<file path="src/rtl/wrr_quantum_arbiter.sv">
// Weighted round-robin arbiter: grants one requester at a time and holds the grant while
// the request stays high, up to that requester's weight in cycles, then preempts.
module wrr_quantum_arbiter #(
  parameter int WIDTH    = 4,
  parameter int WEIGHT_W = 4,
  parameter int ID_W     = 2
) (
  input  logic                      in_clk,
  input  logic                      in_reset,
  input  logic                      in_enable,
  input  logic [WIDTH-1:0]          in_request,
  input  logic [WIDTH*WEIGHT_W-1:0] in_weight,
  output logic [WIDTH-1:0]          out_grant,
  output logic                      out_grant_valid,
  output logic [ID_W-1:0]           out_grant_id,
  output logic                      out_preempt,
  output logic [1:0]                out_dbg_state,
  output logic [WIDTH-1:0]          out_dbg_base
);

  // Handshake: a requester owns the bus on every cycle out_grant[i] is high; dropping
  // in_request[i] releases it, and out_preempt marks the cycle after a forced removal.

  typedef enum logic [1:0] {
    ST_IDLE  = 2'd0,
    ST_GRANT = 2'd1,
    ST_HOLD  = 2'd2
  } state_t;

  state_t               state_q, state_d;
  logic [WIDTH-1:0]     base_q, base_d;
  logic [WEIGHT_W-1:0]  count_q, count_d;
  logic [WEIGHT_W-1:0]  wlat_q, wlat_d;
  logic [WIDTH-1:0]     grant_q, grant_d;
  logic                 valid_q, valid_d;
  logic [ID_W-1:0]      id_q, id_d;
  logic                 preempt_q, preempt_d;

  logic [WIDTH-1:0]     eligible;
  logic [ID_W-1:0]      base_idx;
  logic [ID_W-1:0]      pick_idx;
  logic                 pick_found;
  logic [WEIGHT_W-1:0]  pick_weight;
  logic [WIDTH-1:0]     grant_rotl;

  always_comb begin
    eligible = '0;
    for (int i = 0; i < WIDTH; i++) begin
      eligible[i] = in_request[i] && (in_weight[i*WEIGHT_W +: WEIGHT_W] != '0);
    end
  end

  always_comb begin
    base_idx = '0;
    for (int i = 0; i < WIDTH; i++) begin
      if (base_q[i]) base_idx = ID_W'(i);
    end
  end

  // Two passes give the wrap-around scan: first at/above base, then from bit 0.
  always_comb begin
    pick_idx   = '0;
    pick_found = 1'b0;
    for (int i = 0; i < WIDTH; i++) begin
      if (!pick_found && eligible[i] && (ID_W'(i) >= base_idx)) begin
        pick_found = 1'b1;
        pick_idx   = ID_W'(i);
      end
    end
    for (int i = 0; i < WIDTH; i++) begin
      if (!pick_found && eligible[i]) begin
        pick_found = 1'b1;
        pick_idx   = ID_W'(i);
      end
    end
  end

  assign pick_weight = in_weight[pick_idx*WEIGHT_W +: WEIGHT_W];
  assign grant_rotl  = {grant_q[WIDTH-2:0], grant_q[WIDTH-1]};

  always_comb begin
    state_d   = state_q;
    base_d    = base_q;
    count_d   = count_q;
    wlat_d    = wlat_q;
    grant_d   = grant_q;
    valid_d   = valid_q;
    id_d      = id_q;
    preempt_d = 1'b0;
    case (state_q)
      ST_IDLE: begin
        grant_d = '0;
        valid_d = 1'b0;
        id_d    = '0;
        if (in_enable && (eligible != '0)) state_d = ST_GRANT;
      end
      ST_GRANT: begin
        if (in_enable && pick_found) begin
          grant_d           = '0;
          grant_d[pick_idx] = 1'b1;
          valid_d           = 1'b1;
          id_d              = pick_idx;
          wlat_d            = pick_weight;
          count_d           = WEIGHT_W'(1);
          state_d           = ST_HOLD;
        end else begin
          grant_d = '0;
          valid_d = 1'b0;
          id_d    = '0;
          state_d = ST_IDLE;
        end
      end
      ST_HOLD: begin
        // Release wins over expiry, so out_preempt only fires while the request is still up.
        if (!in_request[id_q] || (count_q == wlat_q)) begin
          preempt_d = in_request[id_q];
          grant_d   = '0;
          valid_d   = 1'b0;
          id_d      = '0;
          base_d    = grant_rotl;
          state_d   = (in_enable && (eligible != '0)) ? ST_GRANT : ST_IDLE;
        end else begin
          count_d = count_q + 1'b1;
        end
      end
      default: begin
        grant_d = '0;
        valid_d = 1'b0;
        id_d    = '0;
        state_d = ST_IDLE;
      end
    endcase
  end

  always_ff @(posedge in_clk) begin
    if (in_reset) begin
      state_q   <= ST_IDLE;
      base_q    <= WIDTH'(1);
      count_q   <= '0;
      wlat_q    <= '0;
      grant_q   <= '0;
      valid_q   <= 1'b0;
      id_q      <= '0;
      preempt_q <= 1'b0;
    end else begin
      state_q   <= state_d;
      base_q    <= base_d;
      count_q   <= count_d;
      wlat_q    <= wlat_d;
      grant_q   <= grant_d;
      valid_q   <= valid_d;
      id_q      <= id_d;
      preempt_q <= preempt_d;
    end
  end

  assign out_grant       = grant_q;
  assign out_grant_valid = valid_q;
  assign out_grant_id    = id_q;
  assign out_preempt     = preempt_q;
  assign out_dbg_state   = state_q;
  assign out_dbg_base    = base_q;

endmodule

</file>
<file path="config.mk">
export PLATFORM = sky130hd
export DESIGN_NAME = wrr_quantum_arbiter
export DESIGN_NICKNAME = d
export VERILOG_FILES = /design/src/rtl/wrr_quantum_arbiter.sv
export SDC_FILE = /design/constraint.sdc
export NUM_CORES = 1
export LEC_CHECK = 0
export BUFFER_PORTS_ARGS = -buffer_cell sky130_fd_sc_hd__clkbuf_2
export CAP_MARGIN = 20
export CORE_MARGIN = 5
export CORE_UTILIZATION = 50
export CTS_CLUSTER_SIZE = 16
export DETAILED_ROUTE_END_ITERATION = 12
export PLACE_DENSITY = 0.75
export SLEW_MARGIN = 20
export SYNTH_ARGS = -nofsm -noshare
export SYNTH_HDL_FRONTEND = slang
export SYNTH_SLANG_ARGS = --single-unit
</file>
<file path="constraint.sdc">
create_clock -name in_clk -period 3.3 [get_ports in_clk]
set_input_delay 0.99 -clock in_clk [delete_from_list [all_inputs] [get_ports in_clk]]
set_output_delay 0.99 -clock in_clk [all_outputs]
set_load 0.01 [all_outputs]
</file>
==> summary.md <==
| Metric | Value |
|---|---|
| Via density | 5.85 |
| Hpwl dp | 2.23 mm |
| First-pass GRT wire length | 4.84 mm |
| Internal power | 0.000432 W |
| Reg power frac | 48.2% |
| TritonCTS clock tree | done |
| Height of the die | 58.6 µm |
| P_leak | 0.624 nW |
| Sw frac | 24.8% |
| Pwr dens | 395 nW/µm² |
| Worst Hold Path Cells | 2 |
| CTS max path bufs | 2 |
| Vias in the first global route | 1106 |
| RSZ-0062 raised after global routing | no |
| Part of the power in combinational logic | 14.5% |
| Worst hold path type | register to register |
| Mapped Avg Cell Area | 9.46 µm² |
| Grt total ovfl | 0 |
| Net count after synthesis | 149 |
| Tmin final | 2760 ps |
| Root buf cell | clkbuf_4 |
| Crit Path Max Fanout | 10 |
| WL/cell | 15.2 µm |
| Crit. End Element | register |
| PortBufs | 36 |
| Post-cts gate resize count | 0 |
| Num CTS Buffers | 3 |
| 1st-iter DRT viols | 33 |
| Share of layout cells above drive strength 1 | 35.4% |
| Slew HR | 54.9% |
| Clock power share | 37.2% |
| Hold_sp | out_grant_valid$_SDFFE_PP0P_ |
| #FFs+latches synth | 22 |
| Clock transition at the registers of the reported paths | 140 ps |
| Seq/Total Area, Yosys | 37.2% |
| Final setup margin | 540 ps |
| Detail Route Antenna Nets | 0 |
| NetSw | 0.000142 W |
| CP arrival | 3000 ps |
| Worst r2r dst | wlat_q[1]$_SDFFE_PP0P_ |
| Worst Path Required | 3540 ps |
| Status | completed |
| TritonCTS Sinks | 22 |
| DRC | 0 |
| Post-placement setup slack | 231 ps |
| Final core occ | 65.2% |
| Worst-Skew Late Latency | 330 ps |
| Skew final | 12.9 ps |
| Core area | 2230 µm² |
| Vias | 1123 |
| Setup Viol. Count Final | 0 |
| Synth Warn # | 0 |
| Worst reg2reg setup slack | 1250 ps |
| Final WL | 2.93 mm |
| Max Cap Viol | 0 |
| Final nets | 189 |
| Slew at the pin with the worst max-slew slack | 673 ps |
| Setup TNS | 0 ps |
| Design area | 1460 µm² |
| First-pass DRT Iterations | 4 |
| Setup CP Type | input pin to register |
| Num rows | 17 |
| Count of pins over their slew limit | 0 |
| Overall die area | 3440 µm² |
| Mapped Area | 1180 µm² |
| Ant diodes | 0 |
| Final period utilization | 83.6% |
| Dpl cell area | 1400 µm² |
| Maximum vdd drop | 0.271 mV |
| F_max | 362 MHz |
| Die width | 58.6 µm |
| Final Hold Viols | 0 |
| Gate Count Post-Synth | 125 |
| Antenna violations before repair | 0 |
| R2R depth | 6 |
| H-tree depth | 1 |
| GPL Wtd Cong | 0.825 |
| Postcts setup bufs | 0 |
| Post-CTS Hold Fix Bufs | 0 |
| Critical Path Start | in_weight[5] |
| Largest net degree at the start of global routing | 23 |
| Reg2reg start | out_dbg_base[3]$_SDFFE_PP0P_ |
| Crit start category | input pin |
| Synth cell types | 40 |
| Area Growth Syn to Fin | 23.1% |
| Initial Util | 52.9% |
| GRT Util Overall | 18.4% |
| Hold Path End | out_grant_valid$_SDFFE_PP0P_ |
| Top Ports | 37 |
[worst max-delay path by stage]
| stage | end | slack, ps | depth (start not counted) |
|---|---|---|---|
| floorplan | wlat_q[2]$_SDFFE_PP0P_ | 550 | 7 |
| global placement | wlat_q[2]$_SDFFE_PP0P_ | 300 | 7 |
| detailed placement | wlat_q[0]$_SDFFE_PP0P_ | 230 | 7 |
| CTS | wlat_q[2]$_SDFFE_PP0P_ | 560 | 7 |
| global route | wlat_q[1]$_SDFFE_PP0P_ | 400 | 7 |
| finish | wlat_q[2]$_SDFFE_PP0P_ | 540 | 7 |
[stage by stage]
| stage | instances | power [W] | hold WS, ps |
|---|---|---|---|
| final | 192 | 0.000574 | 464 |
| after global routing | 192 | 0.000600 | 485 |
| after CTS | 192 | 0.000576 | 465 |
| after detailed placement | 188 | 0.000365 | 447 |
| after global placement | 188 | 0.000364 | 445 |
| after floorplan | 125 | 0.000333 | 481 |
[state kept, by name, indices dropped and copies added (netlist names)]
signal / flops
out_preempt: 1
out_grant: 4
out_dbg_state: 2
count_q: 4
out_grant_id: 2
out_dbg_base: 4
out_grant_valid: 1
wlat_q: 4
[kinds of logic (layout without fill, tap and decap cells)]
logic type	after synthesis	count (layout)	share of synthesized area [%]
adders and majority gates	1	1	1.06
muxes	8	8	8.25
and+or+nand+nor	53	53	25.4
AOI/OAI and AO/OA	30	30	21.4
xor gates and xnor gates	6	6	4.44
buffers and inverters	5	44	2.22
DFF	22	22	37.2
[worst max-delay path, stage by stage]
cell	delay [ps]
clkbuf_2	90
o41ai_2	540
o21ai_0	250
a21oi_2	320
nor2_4	120
or3b_2	480
a311oi_2	200
[synthesized netlist by cell type]
cell type  number  area share (%)
o41ai_2         2             2.8
or3b_1          2             1.5
a2bb2oi_1       1            0.74
a21oi_1         9             3.8
and4b_1         1            0.85
o41a_1          1            0.95
or2_2           1            0.53
mux4_2          1             1.9
nor2_1         17             5.4
o22ai_1         1            0.53
nor3_1          5             2.1
nand2b_1        1            0.53
mux2_2          1            0.95
or3b_2          2             1.5
mux2i_1         3             2.5
nand3b_1        2             1.3
ha_1            1             1.1
a22oi_1         2             1.3
nor3b_1         4             2.5
nand4b_1        2             1.5
xor2_1          6             4.4
nor4b_2         1             1.3
dfxtp_1        22              37
clkbuf_1        3            0.95
nor4_1          3             1.6
nand2_1         9             2.9
a221oi_2        1             1.3
o31a_2          1            0.85
nand4_1         2             1.1
a211o_1         1            0.74
a311oi_2        2             2.5
buf_6           1            0.95
a21oi_2         1            0.74
nor2_4          1            0.95
o41ai_1         3             2.2
mux2_1          3             2.9
o21a_1          1            0.64
o21ai_0         2            0.85
a311oi_1        2             1.5
inv_1           1            0.32
[power by group through the flow]
stage | Combinational (W) | Clock, W | Sequential [W]
after detailed placement | 0.0000825 | 0 | 0.000283
after CTS | 0.0000831 | 0.000216 | 0.000277
after floorplan | 0.0000502 | 0 | 0.000283
after global placement | 0.0000812 | 0 | 0.000283
final | 0.0000835 | 0.000214 | 0.000277
after global routing | 0.0000923 | 0.000230 | 0.000278
[per-layer routing]
layer	vias up	part of all wire, %	track usage, %
met5	-	0	0
met4	0	2.7	8.74
met3	10	5.2	3.73
met2	36	49	31.7
met1	522	43	21.7
li1	555	-	-
[placed cells by master, fill, tap and decap left out, types with 2 or more instances in the layout]
master | Yosys | routed
nand2_1 | 9 | 9
mux2i_1 | 3 | 3
nand4b_1 | 2 | 2
a311oi_2 | 2 | 2
nor3b_1 | 4 | 3
nor2_1 | 17 | 17
or3b_1 | 2 | 2
a311oi_1 | 2 | 2
o41ai_2 | 2 | 2
buf_4 | 0 | 3
o41ai_1 | 3 | 3
nor3_1 | 5 | 5
nand3b_1 | 2 | 2
dfxtp_1 | 22 | 22
clkbuf_4 | 0 | 3
mux2_1 | 3 | 3
xor2_1 | 6 | 6
nor4_1 | 3 | 3
a22oi_1 | 2 | 2
nand4_1 | 2 | 2
clkbuf_2 | 0 | 36
o21ai_0 | 2 | 2
or3b_2 | 2 | 2
a21oi_1 | 9 | 9
[cell type report]
class | count | area, µm²
fillers | 212 | 778
repair buffers | 39 | 203
inverters | 1 | 3.75
multi-input cells | 98 | 721
well taps | 28 | 35.0
clock buffers | 3 | 22.5
flip-flops and latches | 22 | 440
clock inverters | 1 | 30.0
No activity file was read; power rests on OpenSTA's default activity.
